==> src/rtl/serial_link_pkg.sv <==
// Shared types and helpers for the serial link credit layer.
package serial_link_pkg;

   typedef enum logic [1:0] {
      LoadNone,
      LoadData,
      LoadCredit
   } load_kind_e;

   function automatic int unsigned credit_width(input int unsigned numCredits);
      return $clog2(numCredits + 1);
   endfunction

endpackage

==> src/rtl/serial_link_credit_ctrl.sv <==
// Credit-based flow control between the network layer and the serial data link:
// stamps owed credits onto outgoing packets and accounts credits on incoming ones.
module serial_link_credit_ctrl
   import serial_link_pkg::*;
#(
   parameter type         payload_t       = logic,
   parameter int unsigned NumCredits      = 8,
   parameter int unsigned ForceSendThresh = NumCredits - 2,
   localparam int unsigned CreditW        = credit_width(NumCredits),
   localparam int unsigned PktW           = 1 + CreditW + $bits(payload_t)
) (
   input  logic                         clk_i,
   input  logic                         rst_i,
   input  logic                         clear_i,
   input  logic [$bits(payload_t)-1:0]  tx_data_i,
   input  logic                         tx_valid_i,
   output logic                         tx_ready_o,
   output logic [PktW-1:0]              pkt_out_o,
   output logic                         pkt_out_valid_o,
   input  logic                         pkt_out_ready_i,
   input  logic [PktW-1:0]              pkt_in_i,
   input  logic                         pkt_in_valid_i,
   output logic                         pkt_in_ready_o,
   output logic [$bits(payload_t)-1:0]  rx_data_o,
   output logic                         rx_valid_o,
   input  logic                         rx_ready_i,
   output logic [CreditW-1:0]           credits_avail_o,
   output logic [CreditW-1:0]           credits_owed_o,
   output logic                         credit_err_o
);

   localparam int unsigned SumW = CreditW + 1;

   typedef logic [CreditW-1:0] credit_t;

   typedef struct packed {
      logic     data_valid;
      credit_t  credits;
      payload_t data;
   } link_pkt_t;

   if (ForceSendThresh < 1 || ForceSendThresh > NumCredits) begin : gen_thresh_check
      $error("ForceSendThresh must lie in 1..NumCredits");
   end

   link_pkt_t        pktIn;
   link_pkt_t        outPkt_q, outPkt_d;
   logic             outValid_q, outValid_d;
   credit_t          credits_q, credits_d;
   credit_t          owed_q, owed_d;
   logic             err_q, err_d;
   load_kind_e       loadKind;
   logic             load;
   logic             pktInHs;
   logic             rxHs;
   logic [SumW-1:0]  creditSum;
   logic [SumW-1:0]  owedSum;

   assign pktIn = pkt_in_i;
   assign load  = ~outValid_q | pkt_out_ready_i;

   // Data always wins over a credit-only packet; it carries the owed credits anyway.
   always_comb begin
      loadKind = LoadNone;
      if (load && tx_valid_i && (credits_q != '0)) begin
         loadKind = LoadData;
      end else if (load && (owed_q >= credit_t'(ForceSendThresh))) begin
         loadKind = LoadCredit;
      end
   end

   assign tx_ready_o      = (loadKind == LoadData);
   assign pkt_out_o       = outPkt_q;
   assign pkt_out_valid_o = outValid_q;

   assign rx_valid_o      = pkt_in_valid_i & pktIn.data_valid;
   assign rx_data_o       = pktIn.data;
   assign pkt_in_ready_o  = pktIn.data_valid ? rx_ready_i : 1'b1;
   assign pktInHs         = pkt_in_valid_i & pkt_in_ready_o;
   assign rxHs            = rx_valid_o & rx_ready_i;

   assign credits_avail_o = credits_q;
   assign credits_owed_o  = owed_q;
   assign credit_err_o    = err_q;

   always_comb begin
      outPkt_d   = outPkt_q;
      outValid_d = outValid_q;
      err_d      = err_q;

      unique case (loadKind)
         LoadData: begin
            outPkt_d.data_valid = 1'b1;
            outPkt_d.credits    = owed_q;
            outPkt_d.data       = tx_data_i;
            outValid_d          = 1'b1;
         end
         LoadCredit: begin
            outPkt_d.data_valid = 1'b0;
            outPkt_d.credits    = owed_q;
            outPkt_d.data       = '0;
            outValid_d          = 1'b1;
         end
         default: begin
            if (pkt_out_ready_i) begin
               outValid_d = 1'b0;
            end
         end
      endcase

      // Sums are one bit wider so an overflow is visible before saturation.
      creditSum = SumW'(credits_q) - SumW'(loadKind == LoadData)
                + (pktInHs ? SumW'(pktIn.credits) : '0);
      owedSum   = ((loadKind == LoadNone) ? SumW'(owed_q) : '0) + SumW'(rxHs);

      credits_d = credit_t'(creditSum);
      if (creditSum > SumW'(NumCredits)) begin
         credits_d = credit_t'(NumCredits);
         err_d     = 1'b1;
      end

      owed_d = credit_t'(owedSum);
      if (owedSum > SumW'(NumCredits)) begin
         owed_d = credit_t'(NumCredits);
         err_d  = 1'b1;
      end
   end

   always_ff @(posedge clk_i) begin
      if (rst_i || clear_i) begin
         outPkt_q   <= '0;
         outValid_q <= 1'b0;
         credits_q  <= credit_t'(NumCredits);
         owed_q     <= '0;
         err_q      <= 1'b0;
      end else begin
         outPkt_q   <= outPkt_d;
         outValid_q <= outValid_d;
         credits_q  <= credits_d;
         owed_q     <= owed_d;
         err_q      <= err_d;
      end
   end

endmodule
==> config.mk <==
export PLATFORM = sky130hd
export DESIGN_NAME = serial_link_credit_ctrl
export DESIGN_NICKNAME = d
export VERILOG_FILES = /design/src/rtl/serial_link_pkg.sv /design/src/rtl/serial_link_credit_ctrl.sv
export SDC_FILE = /design/constraint.sdc
export NUM_CORES = 1
export LEC_CHECK = 0
export CAP_MARGIN = 30
export CELL_PAD_IN_SITES_DETAIL_PLACEMENT = 0
export CELL_PAD_IN_SITES_GLOBAL_PLACEMENT = 1
export CORE_UTILIZATION = 30
export DETAILED_ROUTE_END_ITERATION = 10
export PLACE_DENSITY = 0.81
export SYNTH_ARGS = -nofsm -noshare
export SYNTH_HDL_FRONTEND = slang
export SYNTH_SLANG_ARGS = --single-unit
==> constraint.sdc <==
create_clock -name clk_i -period 2.8 [get_ports clk_i]
set_input_delay 0.56 -clock clk_i [delete_from_list [all_inputs] [get_ports clk_i]]
set_output_delay 0.56 -clock clk_i [all_outputs]
set_load 0.1 [all_outputs]
### Yosys cells after proc, flatten, opt, wreduce, memory -nomap -nowiden

Index checks and enable logic that the tools add are counted.

| storage, ports and cells | value |
|---|---|
| register bits | 16 |
| output and inout bits | 20 |
| logic and storage cells | 44 |

| operators by class | value |
|---|---|
| add/sub/neg operators | 3 |
| magnitude comparators | 3 |
| equal/unequal tests | 2 |
| mux-type cells | 11 |
| bitwise logic cells | 5 |
| reductions and logical operators | 12 |

Operators by type and width:

| operator | number |
|---|---|
| 4-bit 2-to-1 mux | 3 |
| 6-bit case mux with 2 select lines | 1 |
| 5-bit by 4-bit > comparator with 1-bit output (second input constant) | 2 |
| 2-bit nonzero test | 3 |
| 2-bit OR reduction | 3 |
| 4-bit by 1-bit adder with 5-bit output | 1 |
| 5-bit by 4-bit adder with 5-bit output | 1 |
| 1-bit 2-to-1 mux | 5 |
| 4-bit by 1-bit subtractor with 5-bit output | 1 |
| 4-bit by 3-bit greater-or-equal comparator with 1-bit output (second input constant) | 1 |
| 2-bit 2-to-1 mux | 2 |
| 4-bit nonzero test | 1 |
| 1-bit bitwise AND | 3 |
| 1-bit logical AND | 3 |
| 2-bit by 1-bit equality test with 1-bit output (second input constant) | 1 |
| 2-bit equality test (second input constant) | 1 |
| 2-bit logical NOT | 1 |
| 1-bit logical OR | 1 |
| 1-bit NOT | 1 |
| 1-bit OR | 1 |

### Logic depth before layout (Yosys ltp)

| depth | value |
|---|---|
| depth in word-level cells | 11 |
| gate-level depth with buffers | 12 |
| depth with buffers taken out | 12 |

### Worst setup path after synthesis

No wires, ideal clock.

| timing | value |
|---|---|
| path kind | register to register |
| start | register credits_q[3] (netlist: credits_avail_o[3]) |
| end | register err_q (netlist: credit_err_o) |
| data arrival time | 4585 ps |
| data required time | 2675 ps |
| path slack | -1910 ps |
| stages on the path, launching flop included | 12 |
| path buffers | 0 |
| period minus slack after synthesis | 4710 ps |
| path through | dfxtp_1 -> o41ai_4 -> nor2_1 -> ha_1 -> inv_1 -> ha_1 -> inv_1 -> fa_1 -> inv_1 -> o32ai_1 -> o21ba_2 -> o41a_1 |

| between the ends | value |
|---|---|
| cells in the longest elaborated chain, start to end | 8 |

RTL lines:

| what | line | text |
|---|---|---|
| start, declared | serial_link_credit_ctrl.sv:49 | `credit_t credits_q, credits_d;` |
| start signal, assigned | serial_link_credit_ctrl.sv:133 | `credits_q <= credit_t'(NumCredits);` |
| start signal, assigned | serial_link_credit_ctrl.sv:139 | `credits_q <= credits_d;` |
| 4-bit nonzero test | serial_link_credit_ctrl.sv:65 | `if (load && tx_valid_i && (credits_q != '0)) begin` |
| 1-bit logical AND | serial_link_credit_ctrl.sv:65 |  |
| 2-bit 2-to-1 mux | serial_link_credit_ctrl.sv:65 |  |
| 2-bit by 1-bit equality test with 1-bit output | - |  |
| via tx_ready_o | serial_link_credit_ctrl.sv:17 | `output logic tx_ready_o,` |
| 4-bit by 1-bit subtractor with 5-bit output | serial_link_credit_ctrl.sv:112 | `creditSum = SumW'(credits_q) - SumW'(loadKind == LoadData)` |
| 5-bit by 4-bit adder with 5-bit output | serial_link_credit_ctrl.sv:113 | `+ (pktInHs ? SumW'(pktIn.credits) : '0);` |
| 5-bit by 4-bit > comparator with 1-bit output | serial_link_credit_ctrl.sv:117 | `if (creditSum > SumW'(NumCredits)) begin` |
| 2-bit nonzero test (no source line) | - |  |
| end signal, assigned | serial_link_credit_ctrl.sv:141 | `err_q <= err_d;` |
| end, declared | serial_link_credit_ctrl.sv:51 | `logic err_q, err_d;` |

The timed path passes the listed nets, and every way through them passes these cells.
A chain may end at the register's enable or synchronous reset.

### Worst setup path after layout

| timing | value |
|---|---|
| start | input rx_ready_i |
| end | register credits_q[1] (netlist: credits_avail_o[1]) |

| between the ends | value |
|---|---|
| cells in the longest elaborated chain, start to end | 6 |

RTL lines:

| what | line | text |
|---|---|---|
| start, declared | serial_link_credit_ctrl.sv:26 | `input logic rx_ready_i,` |
| 1-bit 2-to-1 mux (*) | serial_link_credit_ctrl.sv:78 | `assign pkt_in_ready_o = pktIn.data_valid ? rx_ready_i : 1'b1;` |
| 1-bit bitwise AND (*) | serial_link_credit_ctrl.sv:79 | `assign pktInHs = pkt_in_valid_i & pkt_in_ready_o;` |
| 4-bit 2-to-1 mux (*) | serial_link_credit_ctrl.sv:113 |  |
| 5-bit by 4-bit adder with 5-bit output (*) | serial_link_credit_ctrl.sv:113 |  |
| 5-bit by 4-bit > comparator with 1-bit output | serial_link_credit_ctrl.sv:117 |  |
| 2-bit OR reduction (no source line) | - |  |

Every way passes the cells marked *; elsewhere a longest branch is shown, timed or not.

==> reports/qor_table.md <==
| Quantity | This run | Unit |
|:---|:---|:---|
| # setup viols final | 0 | - |
| Share of layout cells above drive strength 1 | 0.469 | - |
| TritonCTS Buffers | 3 | - |
| Data arrival time of the worst path | 2920 | ps |
| Maximum fanout along the worst path | 4 | - |
| Total routed wirelength | 2.78 | mm |
| First-iteration detailed-routing DRC count | 5 | - |
| Final instance count without filler cells | 221 | - |
| Syn Area/Cell | 8.85 | um^2 |
| Final number of max-transition violations | 0 | - |
| Number of inserted diodes | 0 | - |
| Portion of the post-synthesis area used by sequential elements | 0.309 | - |
| Count of flip-flops with a built-in enable after synthesis | 0 | - |
| Cells traversed along the worst timing path | dlygate4sd2_1 > nand2b_4 > and2_4 > buf_4 > buf_4 > nand2_1 > ha_1 > inv_1 > ha_1 > buf_4 > o21ai_0 > o32ai_2 > o21ba_4 > buf_4 > nor4_4 | - |
| Core Footprint | 3150 | um^2 |
| Peak ir drop on the vdd network | 0.000287 | V |
| Number of antenna violations at the first check in global routing | 0 | - |
| Post-Synthesis Cells | 117 | - |
| Share of the synthesized area in the top cell type | 0.309 | - |
| Setup Crit Path Kind | in -> reg | - |
| Leakage component of the power | 0.808 | nW |
| Row cnt | 20 | - |
| Pin slew with the least headroom to its limit | 424 | ps |
| CTS Hold Bufs | 0 | - |
| Global-route wire length before repair | 4.39 | mm |
| Via count of the first global-routing pass | 996 | - |
| Worst setup SP type | primary input | - |
| Final setup TNS | 0 | ps |
| Bufs on Longest Clock Path | 2 | - |
| Count of unique library cells instantiated by Yosys | 36 | - |
| Number of sinks driven by the clock tree | 16 | - |
| Buffers & Inverters on Critical Path | 6 | - |
| Highest clock rate | 0.363 | GHz |
| Number of DRC violations after detailed routing | 0 | - |
| Result of the run | complete, no violations | - |
| Layout Nets | 203 | - |
| Primary FF master, synth | dfxtp_1 | - |
| Nature of the critical path endpoint | flop | - |
| Top area cells in the synthesized netlist | dfxtp_1 (31%), ha_1 (12%), inv_1 (5.8%) | - |
| Overflow left after global routing | 0 | - |
| Setup Skew | 11.2 | ps |
| Syn. warnings | 0 | - |
| Synth Net Count | 142 | - |
| Post-DR wirelength/cell | 12.6 | um |
| Per-cell via count in the routed design | 4.61 | - |
| Area overhead of the layout relative to synthesis | 69.4 | % |
| Power density of the placed cells | 877 | nW/um^2 |
| Synthesis-stage register bit count | 16 | - |
| GP Congestion | 0.875 | - |
| Tightest hold margin | 485 | ps |
| Slowest cell on the critical path | o21ai_0 | - |
| Floorplan die width | 60.8 | um |
| Category of cells accounting for the largest share of critical-path delay | buffers and inverters | - |
| Buffer type at the clock tree root | clkbuf_4 | - |
| Filler Cells Inserted | 299 | - |
| Count of maximum capacitance violations | 0 | - |
| Clock-pin transition on the worst setup and hold timing paths | 80 | ps |
| Highest cell delay on the worst timing path | 270 | ps |
| Die footprint | 3690 | um^2 |
| Effective utilization at floorplan | 0.329 | - |
| Total I/O pin count | 34 | - |
| Number of buffers inserted by port buffering | 31 | - |
| Cell type with the highest occurrence count on the critical path | buf_4 | - |
| Count of nets left with antenna violations after detail routing | 0 | - |
| Post-synth ARST share | 0 | - |
| Total via count after detailed routing | 1,019 | - |
| Max H-tree Level | 1 | - |
| All-layer global routing usage | 0.162 | - |
| Max-slew headroom at the worst pin | 0.717 | - |
| Unrepaired setup endpoints after global routing | yes | - |
| Maximum number of pins on one net before global-route repair | 13 | - |
| Final period demand of the worst path | 2750 | ps |
| Most area-hungry cell type in the Yosys netlist | dfxtp_1 | - |
| DR pass1 iterations | 3 | - |
| Dpl cells | 205 | - |
| Final hold violation count | 0 | - |
| Clock tree from TritonCTS | yes | - |
| Total half-perimeter wirelength after legalization and detailed placement | 2.06 | mm |
| Synthesized cell area | 1040 | um^2 |
| Die height | 60.8 | um |
| Insertion delay of the later-clocked pin in the worst-skew pair | 290 | ps |
| Worst path required time | 2960 | ps |
| Fraction of the cycle the final worst path needs | 0.984 | - |
| Classification of the worst-slack hold path | reg -> reg | - |
[synth_stat cells, types with 2 or more instances]
cell       n
a211oi_1   2
inv_1     16
a21oi_1    5
nor4_1     2
ha_1      10
nor2_1    13
nand2_1    7
dfxtp_1   16
mux2i_1    4
o21ai_0    3
a31oi_1    2
and2_1     5
buf_4      5
xor2_1     2
nand2b_1   4
[state kept, by name, indices dropped and copies added (netlist names)]
name and count:
credit_err_o 1, credits_avail_o 4, credits_owed_o 4, pkt_out_o 6, pkt_out_valid_o 1
[final cells by class]
class	instances	area [um^2]	share of cell area
well taps	44	55.1	0.0314
multi-input cells	79	732	0.417
clock buffers	4	36.3	0.0207
inverters	16	62.6	0.0356
repair buffers	62	531	0.302
flip-flops and latches	16	339	0.193
[cells in the final DEF (no fill, tap or decap), types with 2 or more instances in the layout]
cell type / count
buf_4: 46
clkbuf_4: 3
a21oi_1: 4
dfxtp_4: 5
and2_1: 4
o21ai_0: 3
inv_1: 14
mux2i_1: 4
ha_1: 8
a211oi_2: 2
nand2b_1: 3
nor2_1: 12
dfxtp_1: 11
buf_12: 3
a31oi_1: 2
ha_4: 2
clkdlybuf4s50_1: 7
dlygate4sd2_1: 5
nand2_1: 7
[worst paths after layout]
check	startpoint	end	slack [ps]	depth (start not counted)
max	rx_ready_i	credits_avail_o[1]$_SDFF_PP0_	50	15
min	pkt_out_o[0]$_SDFFE_PP0P_	pkt_out_o[0]$_SDFFE_PP0P_	480	2
min reg2reg	pkt_out_o[0]$_SDFFE_PP0P_	pkt_out_o[0]$_SDFFE_PP0P_	480	2
max reg2reg	credits_avail_o[3]$_SDFF_PP1_	credit_err_o$_SDFFE_PP0P_	60	11
[kinds of logic (layout without fill, tap and decap cells)]
logic type	after synthesis	after routing	share of synthesized area
simple gates	40	40	0.202
buf+inv	22	82	0.0978
compound gates	21	21	0.187
xor+xnor	3	3	0.0254
fa+ha+maj	11	11	0.140
flops	16	16	0.309
mux	4	4	0.0386
[worst reg2reg max path: cells and delay by family (launching register included)]
| family | cells | cell delay (ps) |
|---|---|---|
| AOI/OAI and AO/OA | 4 | 1240 |
| xor gates and xnor gates | 1 | 170 |
| adders and majority gates | 3 | 710 |
| buffers and inverters | 2 | 90 |
| DFF | 1 | 360 |
| and+or+nand+nor | 1 | 80 |
[routing by layer]
| layer | GRT usage | up-vias | wire (um) | share of wire |
|---|---|---|---|---|
| met5 | 0 | - | 0 | 0 |
| met4 | 0.0357 | 0 | 33 | 0.012 |
| met3 | 0.0426 | 6 | 118 | 0.043 |
| met2 | 0.295 | 27 | 1410 | 0.51 |
| met1 | 0.190 | 474 | 1220 | 0.44 |
| li1 | - | 512 | - | - |
[what timing repair did]
action,in CTS,in global routing
pin swaps,6,3
setup endpoints to repair,5,8
gates resized for setup,11,13
setup buffers,12,2
[where the power goes]
group | switching, mW | leakage [nW] | internal, mW
clock | 0.0727 | 0.0210 | 0.0792
sequential | 0.0264 | 0.133 | 0.267
combinational | 0.632 | 0.654 | 0.462
total | 0.731 | 0.808 | 0.808
[per-stage QoR]
stage | utilization | area, um^2 | setup WS [ps] | power, mW
detailed placement | 0.486 | 1530 | -653 | 1.13
finish | 0.557 | 1760 | 45.3 | 1.54
global placement | 0.486 | 1530 | -497 | 1.11
global route | 0.557 | 1760 | -60.1 | 1.63
CTS | 0.530 | 1670 | -17.4 | 1.42
floorplan | - | 1080 | -457 | 0.885
No activity file was read; power rests on OpenSTA's default activity.
